===== config.mk =====
export PLATFORM = sky130hd
export DESIGN_NAME = cpu_load_ctrl_flat
export DESIGN_NICKNAME = d
export VERILOG_FILES = /design/src/rtl/cpu_tt_pkg.sv /design/src/rtl/cpu_load_ctrl_if.sv /design/src/rtl/cpu_load_ctrl_sync_edge_det.sv /design/src/rtl/cpu_load_ctrl.sv /design/src/flat_wrapper.sv
export SDC_FILE = /design/constraint.sdc
export NUM_CORES = 1
export LEC_CHECK = 0
export CORE_ASPECT_RATIO = 1.75
export CORE_MARGIN = 2
export CORE_UTILIZATION = 41
export DETAILED_ROUTE_END_ITERATION = 12
export HOLD_SLACK_MARGIN = 0.1
export MAX_ROUTING_LAYER = met4
export PLACE_DENSITY = 0.77
export SLEW_MARGIN = 0
export SYNTH_ARGS = -nofsm -noshare
export SYNTH_HDL_FRONTEND = slang
export SYNTH_HIERARCHICAL = 1
export SYNTH_SLANG_ARGS = --single-unit
export TNS_END_PERCENT = 20

===== constraint.sdc =====
create_clock -name clk -period 1.94 [get_ports clk]
set_clock_uncertainty 0.1 [all_clocks]
set_input_delay 0.388 -clock clk [delete_from_list [all_inputs] [get_ports clk]]
set_output_delay 0.388 -clock clk [all_outputs]
set_load 0.02 [all_outputs]

===== src/rtl/cpu_tt_pkg.sv =====
// Shared encodings for the Tiny Tapeout CPU loader: pin commands, loader FSM states,
// sticky error bit positions and a small byte-index helper.
package cpu_tt_pkg;

    typedef enum logic [1:0] {
        CMD_SET_ADDR = 2'b00,
        CMD_WRITE    = 2'b01,
        CMD_READ     = 2'b10,
        CMD_CTRL     = 2'b11
    } cmd_t;

    typedef enum logic [1:0] {
        IDLE    = 2'b00,
        COMMIT  = 2'b01,
        RD_WAIT = 2'b10,
        RD_CAP  = 2'b11
    } state_t;

    localparam int ERR_OVERRUN = 0;
    localparam int ERR_RUNNING = 1;
    localparam int ERR_TYPE    = 2;

    localparam int MAX_BYTES = 4;

    // Index of the final byte of an n-byte word (n is 1..4).
    function automatic logic [1:0] last_idx(input int n);
        return 2'(n - 1);
    endfunction

endpackage


===== src/rtl/cpu_load_ctrl_if.sv =====
// Memory-side port bundle between the loader (master) and the CPU memories (slave).
interface cpu_load_ctrl_if #(
    parameter int ADDR_W      = 5,
    parameter int INSTR_BYTES = 2,
    parameter int DATA_BYTES  = 1
);
    // imem_we/dmem_we/mem_re are single-cycle pulses qualified by mem_addr and the
    // write data in the same cycle; read data is valid one cycle after mem_re.
    logic                     imem_we;
    logic [INSTR_BYTES*8-1:0] imem_wdata;
    logic                     dmem_we;
    logic [DATA_BYTES*8-1:0]  dmem_wdata;
    logic [ADDR_W-1:0]        mem_addr;
    logic                     mem_re;
    logic                     mem_re_instr;
    logic [INSTR_BYTES*8-1:0] imem_rdata;
    logic [DATA_BYTES*8-1:0]  dmem_rdata;

    modport master (
        output imem_we, imem_wdata, dmem_we, dmem_wdata, mem_addr, mem_re, mem_re_instr,
        input  imem_rdata, dmem_rdata
    );

    modport slave (
        input  imem_we, imem_wdata, dmem_we, dmem_wdata, mem_addr, mem_re, mem_re_instr,
        output imem_rdata, dmem_rdata
    );

endinterface


===== src/rtl/cpu_load_ctrl_sync_edge_det.sv =====
// Multi-flop synchroniser for an asynchronous pin followed by a rising-edge detector.
module sync_edge_det #(
    parameter int SYNC_STAGES = 2
) (
    input  logic clk,
    input  logic rst_n,
    input  logic async_i,
    output logic rise_o
);

    logic [SYNC_STAGES-1:0] sync_q;
    logic                   prev_q;

    always_ff @(posedge clk or negedge rst_n) begin
        if (!rst_n) begin
            sync_q <= '0;
            prev_q <= 1'b0;
        end else begin
            sync_q <= {sync_q[SYNC_STAGES-2:0], async_i};
            prev_q <= sync_q[SYNC_STAGES-1];
        end
    end

    assign rise_o = sync_q[SYNC_STAGES-1] & ~prev_q;

endmodule


===== src/rtl/cpu_load_ctrl.sv =====
// Pin-driven program/data loader and run controller: assembles multi-byte words,
// writes and reads back the CPU memories, and owns the CPU run enable.
module cpu_load_ctrl
    import cpu_tt_pkg::*;
#(
    parameter int ADDR_W      = 5,
    parameter int INSTR_BYTES = 2,
    parameter int DATA_BYTES  = 1,
    parameter int SYNC_STAGES = 2
) (
    input  logic                  clk,
    input  logic                  rst_n,
    input  logic [7:0]            pin_data_i,
    input  logic [1:0]            pin_cmd_i,
    input  logic                  pin_is_instr_i,
    input  logic                  pin_strobe_i,
    cpu_load_ctrl_if.master       mem,
    output logic [7:0]            rd_byte_o,
    output logic                  rd_valid_o,
    output logic                  cpu_run_o,
    output logic [2:0]            err_o,
    output state_t                state_o
);

    localparam int         WORD_W = MAX_BYTES * 8;
    localparam logic [1:0] I_LAST = last_idx(INSTR_BYTES);
    localparam logic [1:0] D_LAST = last_idx(DATA_BYTES);

    logic              edge_s;
    cmd_t              cmd;
    state_t            state_q;
    logic [ADDR_W-1:0] addr_q;
    logic [1:0]        wr_cnt_q;
    logic              wr_instr_q;
    logic [WORD_W-1:0] word_q;
    logic [1:0]        rd_idx_q;
    logic              rd_instr_q;
    logic [7:0]        rd_byte_q;
    logic              rd_valid_q;
    logic              run_q;
    logic [2:0]        err_q, err_d;
    logic              imem_we_q, dmem_we_q, mem_re_q;

    logic              accept;
    logic              wr_fresh, wr_last, rd_last, err_clr;
    logic [1:0]        wr_idx;
    logic [WORD_W-1:0] wr_word, rd_word;
    logic [7:0]        rd_sel;
    logic [2:0]        err_set;

    sync_edge_det #(.SYNC_STAGES(SYNC_STAGES)) u_strobe (
        .clk     (clk),
        .rst_n   (rst_n),
        .async_i (pin_strobe_i),
        .rise_o  (edge_s)
    );

    assign cmd = cmd_t'(pin_cmd_i);

    always_comb begin
        accept   = edge_s && (state_q == IDLE) && (!run_q || cmd == CMD_CTRL);
        // A type change mid-word restarts assembly at byte 0 of the new type.
        wr_fresh = (wr_cnt_q == 2'd0) || (pin_is_instr_i != wr_instr_q);
        wr_idx   = wr_fresh ? 2'd0 : wr_cnt_q;
        wr_last  = (wr_idx == (pin_is_instr_i ? I_LAST : D_LAST));
        wr_word  = wr_fresh ? '0 : word_q;
        wr_word[{wr_idx, 3'b000} +: 8] = pin_data_i;

        rd_last = (rd_idx_q >= (rd_instr_q ? I_LAST : D_LAST));
        rd_word = rd_instr_q ? WORD_W'(mem.imem_rdata) : WORD_W'(mem.dmem_rdata);
        rd_sel  = rd_word[{rd_idx_q, 3'b000} +: 8];

        err_set = '0;
        if (edge_s) begin
            if (state_q != IDLE)
                err_set[ERR_OVERRUN] = 1'b1;
            else if (run_q && cmd != CMD_CTRL)
                err_set[ERR_RUNNING] = 1'b1;
            else if (cmd == CMD_WRITE && wr_cnt_q != 2'd0 && pin_is_instr_i != wr_instr_q)
                err_set[ERR_TYPE] = 1'b1;
        end
        err_clr = accept && (cmd == CMD_CTRL) && pin_data_i[7];
        err_d   = (err_clr ? 3'b000 : err_q) | err_set;
    end

    always_ff @(posedge clk or negedge rst_n) begin
        if (!rst_n) begin
            state_q    <= IDLE;
            addr_q     <= '0;
            wr_cnt_q   <= '0;
            wr_instr_q <= 1'b0;
            word_q     <= '0;
            rd_idx_q   <= '0;
            rd_instr_q <= 1'b0;
            rd_byte_q  <= '0;
            rd_valid_q <= 1'b0;
            run_q      <= 1'b0;
            err_q      <= '0;
            imem_we_q  <= 1'b0;
            dmem_we_q  <= 1'b0;
            mem_re_q   <= 1'b0;
        end else begin
            err_q     <= err_d;
            imem_we_q <= 1'b0;
            dmem_we_q <= 1'b0;
            mem_re_q  <= 1'b0;
            case (state_q)
                IDLE: begin
                    if (accept) begin
                        case (cmd)
                            CMD_SET_ADDR: begin
                                addr_q     <= pin_data_i[ADDR_W-1:0];
                                wr_cnt_q   <= '0;
                                rd_idx_q   <= '0;
                                rd_valid_q <= 1'b0;
                            end
                            CMD_WRITE: begin
                                rd_valid_q <= 1'b0;
                                word_q     <= wr_word;
                                wr_instr_q <= pin_is_instr_i;
                                if (wr_last) begin
                                    state_q   <= COMMIT;
                                    imem_we_q <= pin_is_instr_i;
                                    dmem_we_q <= !pin_is_instr_i;
                                end else begin
                                    wr_cnt_q <= wr_idx + 2'd1;
                                end
                            end
                            CMD_READ: begin
                                state_q    <= RD_WAIT;
                                mem_re_q   <= 1'b1;
                                rd_instr_q <= pin_is_instr_i;
                            end
                            default: begin
                                rd_valid_q <= 1'b0;
                                run_q      <= pin_data_i[0];
                                // Starting the CPU throws away any half-loaded word.
                                if (!run_q && pin_data_i[0])
                                    wr_cnt_q <= '0;
                            end
                        endcase
                    end
                end
                COMMIT: begin
                    addr_q   <= addr_q + 1'b1;
                    wr_cnt_q <= '0;
                    state_q  <= IDLE;
                end
                RD_WAIT: state_q <= RD_CAP;
                RD_CAP: begin
                    rd_byte_q  <= rd_sel;
                    rd_valid_q <= 1'b1;
                    if (rd_last) begin
                        rd_idx_q <= '0;
                        addr_q   <= addr_q + 1'b1;
                    end else begin
                        rd_idx_q <= rd_idx_q + 2'd1;
                    end
                    state_q <= IDLE;
                end
                default: state_q <= IDLE;
            endcase
        end
    end

    assign mem.imem_we      = imem_we_q;
    assign mem.imem_wdata   = word_q[INSTR_BYTES*8-1:0];
    assign mem.dmem_we      = dmem_we_q;
    assign mem.dmem_wdata   = word_q[DATA_BYTES*8-1:0];
    assign mem.mem_addr     = addr_q;
    assign mem.mem_re       = mem_re_q;
    assign mem.mem_re_instr = rd_instr_q;

    assign rd_byte_o  = rd_byte_q;
    assign rd_valid_o = rd_valid_q;
    assign cpu_run_o  = run_q;
    assign err_o      = err_q;
    assign state_o    = state_q;

endmodule


===== src/flat_wrapper.sv =====
// flat-port wrapper written by rule: the top's interface ports become plain ports
module cpu_load_ctrl_flat import cpu_tt_pkg::*;
#(
    parameter int ADDR_W      = 5,
    parameter int INSTR_BYTES = 2,
    parameter int DATA_BYTES  = 1,
    parameter int SYNC_STAGES = 2
)
  (clk, rst_n, pin_data_i, pin_cmd_i, pin_is_instr_i, pin_strobe_i, rd_byte_o, rd_valid_o, cpu_run_o, err_o, state_o, mem_imem_we, mem_imem_wdata, mem_dmem_we, mem_dmem_wdata, mem_mem_addr, mem_mem_re, mem_mem_re_instr, mem_imem_rdata, mem_dmem_rdata);
  cpu_load_ctrl_if #(.ADDR_W(ADDR_W), .INSTR_BYTES(INSTR_BYTES), .DATA_BYTES(DATA_BYTES)) mem_i ();
  input  logic clk;
  input  logic rst_n;
  input  logic [7:0] pin_data_i;
  input  logic [1:0] pin_cmd_i;
  input  logic pin_is_instr_i;
  input  logic pin_strobe_i;
  output logic [7:0] rd_byte_o;
  output logic rd_valid_o;
  output logic cpu_run_o;
  output logic [2:0] err_o;
  output state_t state_o;
  output wire logic [$bits(mem_i.imem_we)-1:0] mem_imem_we;
  output wire logic [$bits(mem_i.imem_wdata)-1:0] mem_imem_wdata;
  output wire logic [$bits(mem_i.dmem_we)-1:0] mem_dmem_we;
  output wire logic [$bits(mem_i.dmem_wdata)-1:0] mem_dmem_wdata;
  output wire logic [$bits(mem_i.mem_addr)-1:0] mem_mem_addr;
  output wire logic [$bits(mem_i.mem_re)-1:0] mem_mem_re;
  output wire logic [$bits(mem_i.mem_re_instr)-1:0] mem_mem_re_instr;
  input wire logic [$bits(mem_i.imem_rdata)-1:0] mem_imem_rdata;
  input wire logic [$bits(mem_i.dmem_rdata)-1:0] mem_dmem_rdata;
  assign mem_imem_we = mem_i.imem_we;
  assign mem_imem_wdata = mem_i.imem_wdata;
  assign mem_dmem_we = mem_i.dmem_we;
  assign mem_dmem_wdata = mem_i.dmem_wdata;
  assign mem_mem_addr = mem_i.mem_addr;
  assign mem_mem_re = mem_i.mem_re;
  assign mem_mem_re_instr = mem_i.mem_re_instr;
  assign mem_i.imem_rdata = mem_imem_rdata;
  assign mem_i.dmem_rdata = mem_dmem_rdata;
  cpu_load_ctrl #(.ADDR_W(ADDR_W), .INSTR_BYTES(INSTR_BYTES), .DATA_BYTES(DATA_BYTES), .SYNC_STAGES(SYNC_STAGES)) u_core (.clk(clk), .rst_n(rst_n), .pin_data_i(pin_data_i), .pin_cmd_i(pin_cmd_i), .pin_is_instr_i(pin_is_instr_i), .pin_strobe_i(pin_strobe_i), .mem(mem_i), .rd_byte_o(rd_byte_o), .rd_valid_o(rd_valid_o), .cpu_run_o(cpu_run_o), .err_o(err_o), .state_o(state_o));
endmodule

==> metrics, run 1 <==
largest cells by area after synthesis=dfrtp_1 50%, o31ai_1 5.9%, a22o_1 5.8%; antenna-violating nets left=0; Mean Syn Cell Area=between 10 and 15 um^2; CTS Sinks=48; most frequent cells in the layout=79 x clkdlybuf4s50_1, 48 x dfrtp_1, 29 x nand2_1, 29 x buf_4, 16 x a22o_1; routed vias/inst=5.41; Hold Crit Class=reg -> reg; status=complete, but fails checks; DRT Pass-1 Iters=4; first-pass GRT wire length=~11 mm; cells after synthesis=between 200 and 250; Least-Margin Pin Slew=0.539 ns; slowest stage delay, CP=0.42 ns; Max-slew headroom=63.9%; clock network power share=15.5%; Crit path max-delay family=flip-flops; initial DRC count=approximately 120; Reg clk slew, reported paths=about 0.09 ns; Chip Width=62.2 um; crit path DAT=around 2.1 ns; Reg area=1200 um^2; Synth Flop Type=dfrtp_1; synthesis-to-layout area growth=56.7%; vias in the first global route=2363; number of synthesized register bits=48; sequential fraction of the synthesis area=49.5%; IO Count=86; Critical Path RT=just over 2 ns; CTS Buf Count=5; Post-Syn Nets=around 270; Period Utilization, post-route=101%; pin count of the biggest net entering global routing=20; std cell rows=37; area of the multi-input gates=1170 um^2; final hold violations=0; synth warn=6; top-area cell type share of the netlist area=49.5%; Int Power=3110 uW; Net count, final=380; crit path capture type=flip-flop; Switching Fraction=~40%; Initial Util=a little over two fifths; Crit-path slowest cell=dfrtp_1; detailed placement HPWL=4.78 mm; GRT Total Usage=21.1%; Flop pwr share=31.7%; Cell Area, Synth=2430 um^2; top cell type by total area after synthesis=dfrtp_1; Period minus WS final=1.97 ns; H-tree depth=2; Die Footprint=6570 um^2; Psw=2030 uW; Worst VDD drop=749 uV; Buf+Inv Stages, Crit Path=2; CTS tree=built; Slew Viols, Final=0; setup ws final=-0.0258 ns; average wire per standard cell=15.7 um; Synth cell types=42; worst-path fanout max=8; fmax=0.509 GHz; initial antenna violation count=0; Max Root-Sink Buffers=2; Lkg Pwr=0.00170 uW; commonest non-fill, non-tap cell in the layout=clkdlybuf4s50_1; Critical Path, Cell by Cell=xnor2_2 -> nand2_2 -> ha_2 -> o311ai_4 -> buf_4 -> buf_12 -> nand2_1 -> o31ai_2; die height=106 um; post-layout util=65.7%; DR vias=2252; Power Dens Cells=1350 nW/um^2; kind of critical path=reg -> reg; Setup Total Neg Slack=-0.0649 ns; diode count=0; GP Congestion=approximately 0.86; failing checks=setup timing; Async SR Flop Fraction=100%; grt total ovfl=0; unrepaired setup endpoints after global routing=true; clock latency at the later pin of the worst-skew pair=0.31 ns; Post-synth EDFFs=0; startpoint types=flip-flop; Logic pwr share=a little over half; CTS root buffer=clkbuf_8; layout cells sized above 1=a little under a quarter; IO Port Bufs=85; CORE AREA=5790 um^2; max-cap viol count=0; fillers=443; final WL=6.53 mm; final setup fails=4; DRC Markers=0
## final cells by class
class | count | share of cell area (%)
clock buffer | 7 | 2.53
clock inverter | 1 | 0.790
inverter | 14 | 1.38
multi-input combinational | 150 | 30.9
sequential | 48 | 31.6
tap | 78 | 2.57
timing repair buffer | 118 | 30.3
## state kept, by name (all words and copies together) (netlist names)
signal and flops:
u_core/cpu_run_o 1, u_core/err_o 3, u_core/mem.dmem_we 1, u_core/mem.imem_we 1, u_core/mem.mem_addr 5, u_core/mem.mem_re 1, u_core/mem.mem_re_instr 1, u_core/rd_byte_o 8
u_core/rd_idx_q 2, u_core/rd_valid_o 1, u_core/state_o 2, u_core/u_strobe/prev_q 1, u_core/u_strobe/sync_q 2, u_core/word_q 16, u_core/wr_cnt_q 2, u_core/wr_instr_q 1
## logic make-up (layout without fill, tap and decap cells)
logic type / after synthesis / count (layout) / share of synthesized area (%)
buf+inv: 32 / 140 / 6.96
fa+ha+maj: 5 / 5 / 2.58
xor+xnor: 2 / 2 / 0.722
flops: 48 / 48 / 49.5
compound gates: 64 / 64 / 20.9
simple gates: 67 / 67 / 13.8
mux: 12 / 12 / 5.57
## worst register-to-register path: cells and delay by family, from the launching register on
family                     cells  cell delay (ns)
and+or+nand+nor                2             0.20
DFF                            1             0.42
xor gates and xnor gates       1             0.26
adders and majority gates      1             0.22
buffers and inverters          2             0.29
AOI/OAI and AO/OA              2             0.39
## per-layer routing
layer  share of wire, %  GRT usage (%)
met1                 34           20.1
met3                4.5           3.63
met2                 59           40.5
met4                2.1           9.84
met5                  0              -
## power groups by stage
stage	clock network [uW]	registers (uW)	logic, uW
floorplan	0	1940	1150
global placement	0	1620	2540
detailed placement	0	1640	2600
CTS	814	1620	2650
global route	858	1680	2890
finish	798	1630	2710
## worst paths after layout
kind / depth (start not counted) / slack, ns / startpoint / endpoint
max reg2reg: 8 / -0.03 / u_core/wr_instr_q / u_core/word_q[0]
min reg2reg: 0 / 0.25 / u_core/u_strobe/sync_q[0] / u_core/u_strobe/sync_q[1]
max in group asynchronous: 3 / 0.75 / rst_n / u_core/err_o[2]
min in group asynchronous: 2 / 0.44 / rst_n / u_core/u_strobe/sync_q[0]
max: 8 / -0.03 / u_core/wr_instr_q / u_core/word_q[0]
min: 0 / 0.25 / u_core/u_strobe/sync_q[0] / u_core/u_strobe/sync_q[1]
## through the flow
step / std cells / hold WS (ns) / power [uW] / setup WS [ns] / area (um^2)
6_report: 416 / 0.254 / 5140 / -0.0258 / 3800
5_1_grt: 416 / 0.262 / 5430 / -0.131 / 3800
4_1_cts: 414 / 0.256 / 5080 / 0.0127 / 3720
3_5_place_dp: 401 / 0.235 / 4240 / -0.384 / 3500
3_3_place_gp: 401 / 0.233 / 4160 / -0.314 / 3500
2_1_floorplan: 230 / -0.00759 / 3090 / -0.0388 / 2450
## what timing repair did
| action | CTS | global route |
|---|---|---|
| pin swaps | 4 | 2 |
| endpoints found under the hold margin | 17 | 0 |
| gates resized for setup | 8 | 15 |
| hold buffers | 1 | 0 |
| gates cloned | 1 | 0 |
| setup buffers | 3 | 2 |
| setup endpoints to repair | 17 | 15 |
## synth_stat cells, types with 4 or more instances
cell type,count
buf_4,8
inv_1,14
dfrtp_1,48
clkbuf_1,4
o31ai_1,19
nand3_1,6
mux2_2,12
o21ai_0,6
nand2_1,31
nor2_1,13
a31oi_1,4
a22o_1,16
ha_1,5
(Power assumes the default switching activity.)
==> inputs of run 2 (changes only) <==
- PLACE_DENSITY: 0.77 -> default
- PLACE_DENSITY_LB_ADDON: default -> 0.2
- TNS_END_PERCENT: 20 -> default
==> metrics, run 2 (synthesis gave the netlist of run 1 again) <==
die height=106 um (unchanged); DRC Markers=0 (unchanged); status=completed (was complete, but fails checks); worst r2r src=u_core/wr_instr_q (unchanged); commonest non-fill, non-tap cell in the layout=clkdlybuf4s50_1 (unchanged); IO Port Bufs=85 (unchanged); CTS tree=built (unchanged); GRT Total Usage=19.5% (was 21.1%); average wire per standard cell=14.4 um (was 15.7 um); layout cells sized above 1=18.7% (was 23.1%); Reg area=1200 um^2 (about the same); pin count of the biggest net entering global routing=49 (was 20); Power Dens Cells=1350 nW/um^2 (about the same); CTS Buf Count=5 (unchanged); Lkg Pwr=0.00163 uW (was 0.00170 uW); most frequent cells in the layout=78 x clkdlybuf4s50_1, 47 x dfrtp_1, 29 x nand2_1 (was 79 x clkdlybuf4s50_1, 48 x dfrtp_1, 29 x nand2_1, 29 x buf_4, 16 x a22o_1); max-cap viol count=0 (unchanged); DR vias=2147 (was 2252); final WL=5.89 mm (was 6.53 mm); Period minus WS final=1.86 ns (was 1.97 ns); Net count, final=373 (was 380); detailed placement HPWL=4.58 mm (was 4.78 mm); RR Endpoint=u_core/word_q[5] (was u_core/word_q[0]); reg2reg setup slack=0.14 ns (was -0.03 ns); Buf+Inv Stages, Crit Path=1 (was 2); final setup fails=0 (was 4); WHS Endpoint=u_core/u_strobe/sync_q[1] (unchanged); Period Utilization, post-route=96.1% (was 101%); H-tree depth=2 (unchanged); Setup Total Neg Slack=0 ns (was -0.0649 ns); Critical Path, Cell by Cell=clkdlybuf4s50_1 (was xnor2_2 -> nand2_2 -> ha_2 -> o311ai_4 -> buf_4 -> buf_12 -> nand2_1 -> o31ai_2); Hold Crit Start=u_core/u_strobe/sync_q[0] (unchanged); most flop-heavy register=u_core/word_q (unchanged); vias in the first global route=2253 (was 2363); Least-Margin Pin Slew=0.570 ns (was 0.539 ns); Max Root-Sink Buffers=2 (unchanged); hold depth=0 (unchanged); Max-slew headroom=61.8% (was 63.9%); std cell rows=37 (unchanged); antenna-violating nets left=0 (unchanged); Die Footprint=6570 um^2 (unchanged); Slew Viols, Final=0 (unchanged); CTS root buffer=clkbuf_8 (unchanged); synthesis-to-layout area growth=52.4% (was 56.7%); Final Total Pwr=4980 uW (was 5140 uW); Crit path max-delay family=buffers and inverters (was flip-flops); Reg clk slew, reported paths=0.09 ns (about the same); area of the multi-input gates=1140 um^2 (was 1170 um^2); IO Count=86 (unchanged); grt total ovfl=0 (unchanged); initial DRC count=79 (was 116); fmax=0.537 GHz (was 0.509 GHz); first-pass GRT wire length=10.0 mm (was 10.7 mm); Chip Width=62.2 um (unchanged); Critical Path RT=1.45 ns (was 2.06 ns); Hold Crit Class=reg -> reg (unchanged); clock latency at the later pin of the worst-skew pair=0.30 ns (was 0.31 ns); DRT Pass-1 Iters=4 (unchanged); unrepaired setup endpoints after global routing=false (was true); Worst VDD drop=864 uV (was 749 uV); CORE AREA=5790 um^2 (unchanged); fillers=501 (was 443); startpoint types=flip-flop (unchanged); Crit-path slowest cell=clkdlybuf4s50_1 (was dfrtp_1); kind of critical path=reg -> out (was reg -> reg); crit path capture type=primary output (was flip-flop); crit path DAT=1.38 ns (was 2.08 ns); Initial Util=41.9% (unchanged); diode count=0 (unchanged); GP Congestion=0.857 (was 0.862); initial antenna violation count=0 (unchanged); max reg flops=16 (unchanged); worst-path fanout max=6 (was 8); routed vias/inst=5.25 (was 5.41); R2R cell count=6 (was 8); CTS Sinks=48 (unchanged); slowest stage delay, CP=0.63 ns (was 0.42 ns); final hold violations=0 (unchanged)
==> run 2: report_power, final <==
| group | switching (uW) | internal [uW] | total (uW) | leakage [uW] |
|---|---|---|---|---|
| logic | 1290 | 1300 | 2600 | 0.000957 |
| clock network | 334 | 421 | 755 | 0.0000614 |
| registers | 308 | 1320 | 1630 | 0.000612 |
| total | 1940 | 3050 | 4980 | 0.00163 |
==> run 2: per-stage QoR <==
stage	setup slack, ns	instances	utilization, %	instance area [um^2]	hold slack, ns
global route	0.00319	409	63.9	3700	0.279
CTS	0.0101	409	63.6	3680	0.255
finish	0.0763	409	63.9	3700	0.254
detailed placement	-0.448	400	60.5	3500	0.235
global placement	-0.347	400	60.5	3500	0.234
floorplan	0.0176	230	-	2450	-0.00759
==> run 2: how the worst max path moves through the flow <==
stage          cells past startpoint              startpoint  slack, ns          endpoint
4_1_cts                            1       u_core/state_o[0]       0.01        state_o[0]
3_5_place_dp                       7          pin_is_instr_i      -0.45  u_core/word_q[2]
5_1_grt                            1  u_core/mem.mem_addr[0]      0.003   mem_mem_addr[0]
2_1_floorplan                      8          pin_is_instr_i       0.02  u_core/word_q[0]
3_3_place_gp                       7          pin_is_instr_i      -0.35  u_core/word_q[5]
6_report                           1  u_core/mem.mem_addr[0]       0.08   mem_mem_addr[0]
==> run 2: repair_timing <==
item                       CTS  global route
hold buffers                 1             0
hold endpoints to repair    48             0
buffers inserted             0             0
resized for setup           12             5
pin swaps                    4             0
setup endpoints to repair   19             5
==> run 2: metal layers <==
metal	global-route usage [%]	routed length [um]	part of all wire [%]
met5	-	0	0
met4	8.57	148	2.5
met3	3.74	289	4.9
met2	35.9	3300	56
met1	19.9	2160	37
==> run 2: cell type report <==
type,instances,share of cell area [%]
clock inverters,2,1.05
flip-flops and latches,48,32.5
inverters,14,1.42
repair buffers,111,29.3
clock buffers,6,2.23
well taps,78,2.64
multi-input cells,150,30.8
==> RTL edit: new RTL, flow settings as in run 2 <==
Register the output `err_o` once more, cleared by the reset; this adds one clock of latency there. The other outputs are not delayed to match.
--- a/src/rtl/cpu_load_ctrl.sv
+++ b/src/rtl/cpu_load_ctrl.sv
@@ -176,3 +176,9 @@
     assign cpu_run_o  = run_q;
-    assign err_o      = err_q;
+    always_ff @(posedge clk or negedge rst_n) begin
+        if (!rst_n) begin
+            err_o <= '0;
+        end else begin
+            err_o <= err_q;
+        end
+    end
     assign state_o    = state_q;
Check against the original RTL: not equivalent (a bounded check fails within 10 cycles, from zero or initial values and one cycle with rst_n low).
==> RTL edit against run 2 <==
The flow now finishes with violations (negative setup slack); total power is 2.5% lower; wire length increased by 14%; area after synthesis up 4.3%; non-clock buffer count up 9; via count increased by 6.3%; final area grew 9.4%; sequential cell count is 3 higher; synthesized cell count is 4.8% higher; setup slack lost 0.26 ns; critical path type is now register to register; critical endpoint is now u_core/mem.mem_addr[0]; highest routed layer unchanged.
==> RTL edit: results (changes against run 2) <==
\begin{tabular}{lr}
\hline
Metric & Value \\
\hline
\multicolumn{2}{l}{\textbf{Power and ir drop}} \\
Worst vdd ir & 0.000687 V (-21\%) \\
Logic gate share of total power & 51.6\% (-0.5 points) \\
Leakage power & 1.79 nW (+9.8\%) \\
\multicolumn{2}{l}{\textbf{Routing}} \\
Iteration count of the initial detailed-routing pass & 5 (+1) \\
Detail-routed via count per cell & 5.35 (+1.9\%) \\
Drt first-iter violations & 73 (-7.6\%) \\
Total via count in the routed design & 2,283 (+6.3\%) \\
\multicolumn{2}{l}{\textbf{Place}} \\
Area after DPL & 0.00371 sq mm (+6.0\%) \\
Dpl cells & 416 (+4.0\%) \\
Detailed Place HPWL & 4.88 mm (+6.5\%) \\
Routability congestion estimate & 0.812 (-5.3\%) \\
\multicolumn{2}{l}{\textbf{Critical path}} \\
Arrival time at the worst endpoint & 2.23 ns (+0.85 ns) \\
Slowest cell on the critical path & sky130\_fd\_sc\_hd\_\_or4\_4 \\
Largest stage delay on the critical path & 0.46 ns (-0.17 ns) \\
Dominant delay contributor by cell family on the critical path & simple AND/OR/NAND/NOR gates \\
\multicolumn{2}{l}{\textbf{Layout}} \\
Area Overhead vs Synth & 59.9\% \\
Layout cells sized above 1 & 27.8\% (+9.1 points) \\
Nets & 391 (+4.8\%) \\
\multicolumn{2}{l}{\textbf{Global routing}} \\
Largest net degree at the start of global routing & 23 (-53\%) \\
Vias in the first global route & 2,190 (-2.8\%) \\
Met1 routing resource usage after global routing & 22.0\% (+2.1 points) \\
Combined global-route utilization of all metal layers & 19.9\% (+0.35 points) \\
First-pass GRT wire length & 10.4 mm (+3.2\%) \\
Met3 Usage GRT & 3.97\% (+0.24 points) \\
\multicolumn{2}{l}{\textbf{Yosys}} \\
Distinct cell type count after synthesis & 47 (+12\%) \\
Share of the yosys chip area belonging to registers & 50.4\% (+0.94 points) \\
Cell types occupying the most area after synthesis & sky130\_fd\_sc\_hd\_\_dfrtp\_1 50\%, sky130\_fd\_sc\_hd\_\_a22o\_1 5.5\%, sky130\_fd\_sc\_hd\_\_o31ai\_1 5.3\%, sky130\_fd\_sc\_hd\_\_nand2\_1 4.5\%, sky130\_fd\_sc\_hd\_\_mux2\_2 4.0\% \\
Post-synthesis net count & 284 (+4.0\%) \\
\multicolumn{2}{l}{\textbf{Outcome}} \\
Violations in the final reports & negative setup slack \\
Result of the run & complete, but fails checks \\
\multicolumn{2}{l}{\textbf{Clocking}} \\
Number of cells upsized or downsized after cts & 7 (-5) \\
\multicolumn{2}{l}{\textbf{STA}} \\
Final Setup Violations & 23 (+23) \\
Worst-case setup margin in the final layout & -0.182 ns (-0.258 ns) \\
TNS Setup & -1.32 ns (-1.32 ns) \\
\hline
\end{tabular}
RTL edit: changes by cell type after synthesis, moves of 3 or more:
cell	run 2	this run
sky130_fd_sc_hd__a21oi_1	3	6
sky130_fd_sc_hd__a31oi_1	4	1
sky130_fd_sc_hd__clkbuf_1	4	7
sky130_fd_sc_hd__dfrtp_1	48	51
sky130_fd_sc_hd__mux2_2	12	9
sky130_fd_sc_hd__nand3_1	6	3
sky130_fd_sc_hd__nor3b_1	0	3
RTL edit: cells by family after synthesis:
family / share of synthesized area (%)
compound gates: 19.9
simple gates: 13.9
mux: 5.98
fa+ha+maj: 2.47
buf+inv: 6.58
flops: 50.4
xor+xnor: 0.693
RTL edit: layout make-up:
type	count	area (sq um)	area share (%)
clock buffer	5	68.8	1.70
clock inverter	3	43.8	1.08
inverter	14	52.6	1.30
multi-input combinational	156	1350	33.3
sequential	51	1280	31.6
tap	78	97.6	2.41
timing repair buffer	120	1160	28.6
RTL edit: path summary, 6_finish.rpt:
path | endpoint | cells past startpoint | from | slack (ns)
max in group asynchronous | u_core/wr_instr_q | 3 | rst_n | 0.66
max | u_core/mem.mem_addr[0] | 5 | u_core/u_strobe/prev_q | -0.18
max reg2reg | u_core/mem.mem_addr[0] | 5 | u_core/u_strobe/prev_q | -0.18
min in group asynchronous | u_core/rd_byte_o[6] | 2 | rst_n | 0.43
min | u_core/u_strobe/sync_q[1] | 0 | u_core/u_strobe/sync_q[0] | 0.25
min reg2reg | u_core/u_strobe/sync_q[1] | 0 | u_core/u_strobe/sync_q[0] | 0.25
RTL edit: per-layer routing:
metal	up-vias	share of wire, %
met1	1110	36
met5	-	0
met4	0	2.3
met3	12	5.1
met2	82	57
li1	1079	-
